`config.mk`:
```
export PLATFORM = sky130hd
export DESIGN_NAME = booth_pp_gen_flat
export DESIGN_NICKNAME = d
export VERILOG_FILES = /design/src/rtl/booth_pp_gen_pkg.sv /design/src/rtl/booth_pp_gen_if.sv /design/src/rtl/booth_pp_row.sv /design/src/rtl/booth_pp_gen.sv /design/src/flat_wrapper.sv
export SDC_FILE = /design/constraint.sdc
export NUM_CORES = 1
export LEC_CHECK = 0
export ABC_AREA = 1
export BUFFER_PORTS_ARGS = -buffer_cell sky130_fd_sc_hd__buf_2
export CAP_MARGIN = 0
export CORE_MARGIN = 2
export CORE_UTILIZATION = 50
export DETAILED_ROUTE_END_ITERATION = 8
export HOLD_SLACK_MARGIN = 0.1
export PLACE_DENSITY = 0.88
export SETUP_SLACK_MARGIN = 0.3
export SYNTH_ARGS = -nofsm -noshare
export SYNTH_HDL_FRONTEND = slang
export SYNTH_SLANG_ARGS = --single-unit
```
`constraint.sdc`:
```
create_clock -name clk -period 1.5 [get_ports clk]
set_input_delay 0.15 -clock clk [delete_from_list [all_inputs] [get_ports clk]]
set_output_delay 0.15 -clock clk [all_outputs]
set_load 0.01 [all_outputs]
```
`src/rtl/booth_pp_gen_pkg.sv`:
```
// Shared constants, Booth digit type and radix-4 encoder for the partial-product generator.
package booth_pkg;

   localparam int N   = 11;
   localparam int NPP = (N + 2) / 2;

   typedef struct packed {
      logic neg;
      logic one;
      logic two;
   } booth_digit_t;

   typedef logic [N+1:0] pp_row_t;

   // Triplet is {b[2i+1], b[2i], b[2i-1]}; a zero digit never carries neg.
   function automatic booth_digit_t booth_enc(input logic [2:0] t);
      booth_digit_t d;
      d = '0;
      case (t)
         3'b001, 3'b010: d.one = 1'b1;
         3'b011:         d.two = 1'b1;
         3'b100:         begin d.neg = 1'b1; d.two = 1'b1; end
         3'b101, 3'b110: begin d.neg = 1'b1; d.one = 1'b1; end
         default:        d = '0;
      endcase
      return d;
   endfunction

endpackage

```
`src/rtl/booth_pp_gen_if.sv`:
```
// Operand input channel and partial-product output channel of the Booth generator.
interface booth_pp_gen_if;
   import booth_pkg::*;

   logic                    in_valid;
   logic                    in_ready;
   logic [N-1:0]            a;
   logic [N-1:0]            b;
   logic                    out_valid;
   logic                    out_ready;
   pp_row_t [NPP-1:0]       ops;
   logic [NPP-1:0]          neg;

   modport master (
      output in_valid, a, b, out_ready,
      input  in_ready, out_valid, ops, neg
   );

   modport slave (
      input  in_valid, a, b, out_ready,
      output in_ready, out_valid, ops, neg
   );

endinterface

```
`src/rtl/booth_pp_row.sv`:
```
// One Booth partial-product row: selects 0/a/2a, one's-complements for negative digits.
module booth_pp_row
   import booth_pkg::*;
(
   input  booth_digit_t digit,
   input  logic [N-1:0] a,
   output pp_row_t      row,
   output logic         neg
);

   logic [N:0] mag;

   always_comb begin
      mag = '0;
      if (digit.one)
         mag = {1'b0, a};
      else if (digit.two)
         mag = {a, 1'b0};
   end

   // Top bit is the inverted sign; the tree adds the constant correction.
   assign row = {~digit.neg, digit.neg ? ~mag : mag};
   assign neg = digit.neg;

endmodule

```
`src/rtl/booth_pp_gen.sv`:
```
// Two-stage valid/ready pipeline: Booth-encode b, then build the NPP partial-product rows.
module booth_pp_gen
   import booth_pkg::*;
#(
   parameter int CNT_W = 16
) (
   input  logic              clk,
   input  logic              rst_n,
   input  logic              flush,
   booth_pp_gen_if.slave     bus,
   output logic [CNT_W-1:0]  txn_cnt
);

   logic                    vld_p1;
   logic                    vld_p2;
   logic [N-1:0]            a_p1;
   booth_digit_t [NPP-1:0]  dig_p1;
   pp_row_t [NPP-1:0]       ops_p2;
   logic [NPP-1:0]          neg_p2;

   booth_digit_t [NPP-1:0]  dig_c;
   pp_row_t [NPP-1:0]       row_c;
   logic [NPP-1:0]          neg_c;
   logic [2*NPP:0]          b_ext;
   logic                    s1_adv;
   logic                    s2_adv;
   logic                    accept;
   logic                    emit;

   assign s2_adv = !vld_p2 || bus.out_ready;
   assign s1_adv = !vld_p1 || s2_adv;
   assign accept = bus.in_valid && s1_adv;
   assign emit   = vld_p2 && bus.out_ready;

   assign bus.in_ready  = s1_adv;
   assign bus.out_valid = vld_p2;
   assign bus.ops       = ops_p2;
   assign bus.neg       = neg_p2;

   // b zero-extended to 2*NPP bits with the implicit b[-1]=0 below bit 0.
   assign b_ext = {{(2*NPP-N){1'b0}}, bus.b, 1'b0};

   always_comb begin
      dig_c = '0;
      for (int i = 0; i < NPP; i++)
         dig_c[i] = booth_enc(b_ext[2*i +: 3]);
   end

   // Stage 1 boundary: operand a and encoded digits.
   always_ff @(posedge clk) begin
      if (accept) begin
         a_p1   <= bus.a;
         dig_p1 <= dig_c;
      end
   end

   for (genvar i = 0; i < NPP; i++) begin : g_row
      booth_pp_row u_row (
         .digit (dig_p1[i]),
         .a     (a_p1),
         .row   (row_c[i]),
         .neg   (neg_c[i])
      );
   end

   // Stage 2 boundary: partial-product rows, pipeline valids and emit counter.
   always_ff @(posedge clk or negedge rst_n) begin
      if (!rst_n) begin
         vld_p1  <= 1'b0;
         vld_p2  <= 1'b0;
         ops_p2  <= '0;
         neg_p2  <= '0;
         txn_cnt <= '0;
      end else begin
         if (flush) begin
            vld_p1 <= 1'b0;
            vld_p2 <= 1'b0;
         end else begin
            if (s1_adv)
               vld_p1 <= bus.in_valid;
            if (s2_adv)
               vld_p2 <= vld_p1;
            if (emit)
               txn_cnt <= txn_cnt + 1'b1;
         end
         if (s2_adv && vld_p1) begin
            ops_p2 <= row_c;
            neg_p2 <= neg_c;
         end
      end
   end

endmodule
```
`src/flat_wrapper.sv`:
```
// flat-port wrapper written by rule: the top's interface ports become plain ports
module booth_pp_gen_flat import booth_pkg::*;
#(
   parameter int CNT_W = 16
)
  (clk, rst_n, flush, txn_cnt, bus_in_valid, bus_a, bus_b, bus_out_ready, bus_in_ready, bus_out_valid, bus_ops, bus_neg);
  booth_pp_gen_if bus_i ();
  input  logic clk;
  input  logic rst_n;
  input  logic flush;
  output logic [CNT_W-1:0] txn_cnt;
  input wire logic [$bits(bus_i.in_valid)-1:0] bus_in_valid;
  input wire logic [$bits(bus_i.a)-1:0] bus_a;
  input wire logic [$bits(bus_i.b)-1:0] bus_b;
  input wire logic [$bits(bus_i.out_ready)-1:0] bus_out_ready;
  output wire logic [$bits(bus_i.in_ready)-1:0] bus_in_ready;
  output wire logic [$bits(bus_i.out_valid)-1:0] bus_out_valid;
  output wire logic [$bits(bus_i.ops)-1:0] bus_ops;
  output wire logic [$bits(bus_i.neg)-1:0] bus_neg;
  assign bus_i.in_valid = bus_in_valid;
  assign bus_i.a = bus_a;
  assign bus_i.b = bus_b;
  assign bus_i.out_ready = bus_out_ready;
  assign bus_in_ready = bus_i.in_ready;
  assign bus_out_valid = bus_i.out_valid;
  assign bus_ops = bus_i.ops;
  assign bus_neg = bus_i.neg;
  booth_pp_gen #(.CNT_W(CNT_W)) u_core (.clk(clk), .rst_n(rst_n), .flush(flush), .bus(bus_i), .txn_cnt(txn_cnt));
endmodule
```
# Yosys cells after proc, flatten, opt, wreduce, memory -nomap -nowiden
# Cells that the tools add are included.
[classes]
add_sub_neg = 1
n_mul = 0
div_mod_pow = 0
order_cmp = 0
n_eq_ne = 30
n_shift = 0
muxes = 38
bitwise = 11
reduce_logical = 25
[ops]
columns = ["op", "count"]
rows = [
  ["$mux W12", 17],
  ["$not A12 Y12", 5],
  ["$eq A3 B3 Y1 const B", 12],
  ["$eq A3 B2 Y1 const B", 8],
  ["$mux W1", 21],
  ["$add A16 B1 Y16 const B", 1],
  ["$reduce_or A4 Y1", 4],
  ["$reduce_or A2 Y1", 7],
  ["$eq A3 B1 Y1 const B", 4],
  ["$reduce_or A3 Y1", 4],
  ["$eq A2 B2 Y1 const B", 4],
  ["$not A1 Y1", 6],
  ["$eq A2 B1 Y1 const B", 2],
  ["$reduce_bool A2 Y1", 2],
  ["$logic_and A1 B1 Y1", 3],
  ["$logic_not A1 Y1", 2],
  ["$logic_or A1 B1 Y1", 2],
  ["$reduce_and A2 Y1", 1],
]
[totals]
ff_bits = 129
latch_bits = 0
mem_bits_rw = 0
romBits = 0
wordCells = 133
memories = 0

# Logic depth before layout (Yosys ltp)
[logic_depth]
word_depth = 5
mapped_depth = 10
mapped_depth_nobuf = 8

# By module
# A second synthesis with hierarchy kept.
[unflattened]
hier_cells = 806
hier_area_um2 = 7320.8
[modules_own_cells]
columns = ["mod", "n_inst", "cells_per_inst", "area_per_inst_um2", "seq_area_each_um2"]
rows = [
  ["booth_pp_gen", 1, 356, 5286.3, 3393.3],
  ["booth_pp_row", 6, 75, 339.1, 0.0],
]

# Worst setup path before layout
# Ideal clock, no wire load.
[synth_path]
path_kind = "register to register"
from = "reg u_core.vld_p2 (netlist: u_core.bus.out_valid)"
to = "reg u_core.a_p1[0] (enable)"
t_arrival_ns = 1.237
slack_ns = -0.119
path_stages_with_launch = 4
period_less_slack_ns = 1.619
path_cell_list = "dfrtp_1 > nand3_1 > nand2_1 > inv_1"
[synth_via]
elab_chain_cells = 4
[synth_rtl]
columns = ["item", "line", "source"]
rows = [
  ["start, declared", "booth_pp_gen.sv:15", "logic vld_p2;"],
  ["start signal, assigned", "booth_pp_gen.sv:82", "vld_p2 <= vld_p1;"],
  ["$logic_not A1 Y1", "booth_pp_gen.sv:30", "assign s2_adv = !vld_p2 || bus.out_ready;"],
  ["$logic_or A1 B1 Y1", "booth_pp_gen.sv:30", ""],
  ["$logic_or A1 B1 Y1", "booth_pp_gen.sv:31", "assign s1_adv = !vld_p1 || s2_adv;"],
  ["net bus_in_ready", "flat_wrapper.sv:16", "output wire logic [$bits(bus_i.in_ready)-1:0] bus_in_ready;"],
  ["$logic_and A1 B1 Y1", "booth_pp_gen.sv:32", "assign accept = bus.in_valid && s1_adv;"],
  ["net u_core.accept", "booth_pp_gen.sv:27", "logic accept;"],
  ["end signal, assigned", "booth_pp_gen.sv:52", "a_p1 <= bus.a;"],
  ["end, declared", "booth_pp_gen.sv:16", "logic [N-1:0] a_p1;"],
]
# The timed path passes the listed nets, and every way through them passes these cells.
# A chain may end at the register's enable or synchronous reset.

# Final worst setup path
[layout_path]
from = "reg u_core.dig_p1[7] (netlist name)"
to = "reg u_core.ops_p2, in the netlist u_core.bus.ops[32]"
[layout_via]
elab_chain_cells = 3
[layout_rtl]
columns = ["item", "line", "source"]
rows = [
  ["start, declared", "booth_pp_gen.sv:17", "booth_digit_t [NPP-1:0] dig_p1;"],
  ["start signal, assigned", "booth_pp_gen.sv:53", "dig_p1 <= dig_c;"],
  ["$mux W12 *", "booth_pp_row.sv:15", "if (digit.one)"],
  ["$not A12 Y12", "booth_pp_row.sv:22", "assign row = {~digit.neg, digit.neg ? ~mag : mag};"],
  ["$mux W12 *", "booth_pp_row.sv:22", ""],
  ["end signal, assigned", "booth_pp_gen.sv:87", "ops_p2 <= row_c;"],
  ["end, declared", "booth_pp_gen.sv:18", "pp_row_t [NPP-1:0] ops_p2;"],
]
# Mark *: on every way between the ends. The rest lies on a longest branch, timed or not.

==> flow_summary.json <==
{
  "status": "finished, violations left",
  "violations": "DRC, setup timing",
  "die_w_um": 117.0,
  "sequential_share_of_the_synthesized_area_pct": 52.75,
  "area_growth_pct": 50.56,
  "antennaDiodeCount": 0,
  "num-fill-cells": 700,
  "yosys.area_share.adder_pct": 1.176,
  "cts-buffers-inserted": 17,
  "synth.top_cell.area_share_pct": 39.58,
  "synth_async_sr_flop_share_pct": 78.29,
  "num_io_pins": 129,
  "grt-ovfl-total": 0,
  "wl_per_cell_um": 23.78,
  "cts_tree": "yes",
  "leakagePower_nw": 4.420,
  "drive_above_1_share_pct": 44.40,
  "drt_pre_antenna_iters": 9,
  "place.gp.congestion": 0.8391,
  "postLayoutCellArea_sq_mm": 0.009613,
  "first_pass_grt_wire_length_um": 31560,
  "vias": 7106,
  "crit_required_ns": 1.84,
  "clock_tree.buffer_depth": 2,
  "dominantRegCellSynth": "dfrtp_1",
  "synth_cells": 696,
  "powerDensity_mw_per_mm2": 1205,
  "initial_core_util_pct": 50.80,
  "num-nets-final": 966,
  "timing.max_slew.rel_slack_pct": 62.16,
  "largest_cells_by_area_after_synthesis": "dfrtp_1, edfxtp_1, nand2_1",
  "fp.dieArea_sq_mm": 0.01369,
  "syn_area_per_cell_sq_um": 9.174,
  "htree_levels": 4,
  "worstHoldPathType": "input port to flop",
  "wl_um": 26590,
  "yosys_warnings": 0,
  "synth-simple-area-share_pct": 18.48,
  "fin_crit_share_pct": 104.1,
  "synth_mux_area_share_pct": 0,
  "hold_violations": 0,
  "final_period_minus_worst_setup_slack_ns": 1.562,
  "synthesis.area_sq_mm": 0.006385,
  "clock_latency_ns": 0.43,
  "finClkSkew_ns": 0.01084,
  "place_worst_setup_slack_ns": 0.01416,
  "pin_count_of_the_biggest_net_entering_global_routing": 58,
  "path_max_fanout": 6,
  "detailed_placement_wirelength_estimate_um": 11730,
  "peak_vdd_ir_mv": 1.005,
  "number_of_antenna_violations_at_the_first_check_in_global_routing": 0,
  "synthDominantAreaCellType": "dfrtp_1",
  "via_per_inst": 6.356,
  "worstPathArrival_ns": 1.90,
  "xor_xnor_cell_area_share_of_the_yosys_netlist_pct": 1.920,
  "detail_route.iter0.violations": 1405,
  "drv_cap": 0,
  "placedInstanceArea_sq_mm": 0.007352,
  "placementRows": 41,
  "synth.net_count": 729,
  "synth.ff_latch_count": 129,
  "finalSetupViolCount": 2,
  "synth_cell_type_count": 34,
  "root_buffer": "clkbuf_16",
  "synth_commonest_cells": "nand2_1, dfrtp_1, o21ai_0, inv_1, nor2_1",
  "main_combinational_cell_family_by_area_after_synthesis": "compound AO/OA/AOI/OAI gates",
  "synth_compound_gate_area_share_pct": 18.60,
  "max_slew.worst_pin.slew_ns": 0.5676,
  "critPathCaptureType": "flop",
  "finalSetupTns_ns": -0.1083,
  "hold-worst-slack_ns": 0.1252,
  "first_global_vias": 6036,
  "placement.io_buffers": 127,
  "crit_type": "flop to flop",
  "critPathLaunchType": "flop",
  "report.final.slew_viol_count": 0,
  "clock_sinks": 129,
  "core_region_area_sq_mm": 0.01257,
  "synth_edf_count": 28,
  "synthMostInstantiatedCell": "nand2_1",
  "clk_pin_slew_ns": 0.06,
  "grt_usage_pct": 30.76,
  "rsz_0062_raised_after_global_routing": "yes",
  "dieHeight_um": 117.0,
  "final_util_pct": 76.49,
  "drc": 1,
  "final_worst_setup_slack_ns": -0.06165,
  "route.antenna.remaining_nets": 0,
  "max_freq_mhz": 640.4
}
-- flip-flops by register name, summed over array words and instances, names as in the netlist --
register / cells
u_core.bus.out_valid: 1
u_core.bus.neg: 5
u_core.vld_p1: 1
u_core.a_p1: 11
u_core.dig_p1: 17
u_core.bus.ops: 78
u_core.txn_cnt: 16
-- area by class of cell --
type | instances | area (sq um) | share of cell area [%]
Sequential cell | 129 | 3372 | 35.08
Timing Repair Buffer | 231 | 1809 | 18.82
Clock buffer | 27 | 503.0 | 5.232
Tap cell | 172 | 215.2 | 2.239
Clock inverter | 5 | 75.07 | 0.7809
Timing Repair inverter | 13 | 122.6 | 1.276
Multi-Input combinational cell | 487 | 3253 | 33.84
Inverter | 54 | 262.8 | 2.733
-- critical path, stage by stage (launching register included) --
cell,delay (ns)
edfxtp_1,0.47
buf_6,0.20
clkinvlp_4,0.17
o21ai_0,0.38
nand2_1,0.16
o211ai_2,0.09
-- stage by stage --
| step | power (W) | cells |
|---|---|---|
| 2_1_floorplan | 0.005674 | 696 |
| 3_3_place_gp | 0.006475 | 987 |
| 3_5_place_dp | 0.006542 | 987 |
| 4_1_cts | 0.01093 | 1089 |
| 5_1_grt | 0.01196 | 1118 |
| 6_report | 0.01159 | 1118 |
-- layer usage --
layer	vias to the layer above	routed length [um]	GRT usage (%)
met5	-	0	0
met4	0	2202	16.08
met3	235	3418	9.887
met2	714	12160	46.59
met1	3315	8813	39.70
li1	2842	-	-
-- path summary, 6_finish.rpt --
kind / startpoint / to / slack [ns] / cells past startpoint
max: u_core.dig_p1[7] / u_core.bus.ops[32] / -0.06 / 5
min: flush / u_core.vld_p1 / 0.13 / 4
max reg2reg: u_core.dig_p1[7] / u_core.bus.ops[32] / -0.06 / 5
max in group asynchronous: rst_n / u_core.bus.ops[64] / 0.77 / 3
min in group asynchronous: rst_n / u_core.bus.ops[60] / 0.26 / 3
min reg2reg: u_core.bus.ops[25] / u_core.bus.ops[25] / 0.47 / 2
-- power by group --
group          total, W  internal (W)  switching, W
sequential      0.00452       0.00410      0.000421
clock           0.00415       0.00262       0.00154
combinational   0.00291       0.00119       0.00172
-- cell families (layout without fill, tap and decap cells) --
group,count (synthesis),in the layout
fa+ha+maj,6,6
other cells,1,1
xor+xnor,14,14
compound gates,174,174
buf+inv,90,330
flops,129,129
simple gates,282,292
-- timing repair --
action                                 4_1_cts  5_1_grt
resized for setup                          114      115
gates cloned                                19       12
pin swaps                                   18       24
setup endpoints to repair                  119      127
endpoints found under the hold margin      126        0
hold buffers                                25        0
buffers inserted                            26       17
-- placed cells by master (no fill, tap or decap), types with 17 or more instances in the layout --
cell type	count
nand2_1	133
o21ai_1	45
nor2_1	27
inv_1	38
o21ai_0	48
dfrtp_1	98
nand2_2	50
dlygate4sd3_1	25
clkbuf_16	20
buf_6	26
buf_2	123
edfxtp_1	28
clkinvlp_4	17
o211ai_2	33
buf_4	40
(Power assumes the default switching activity.)
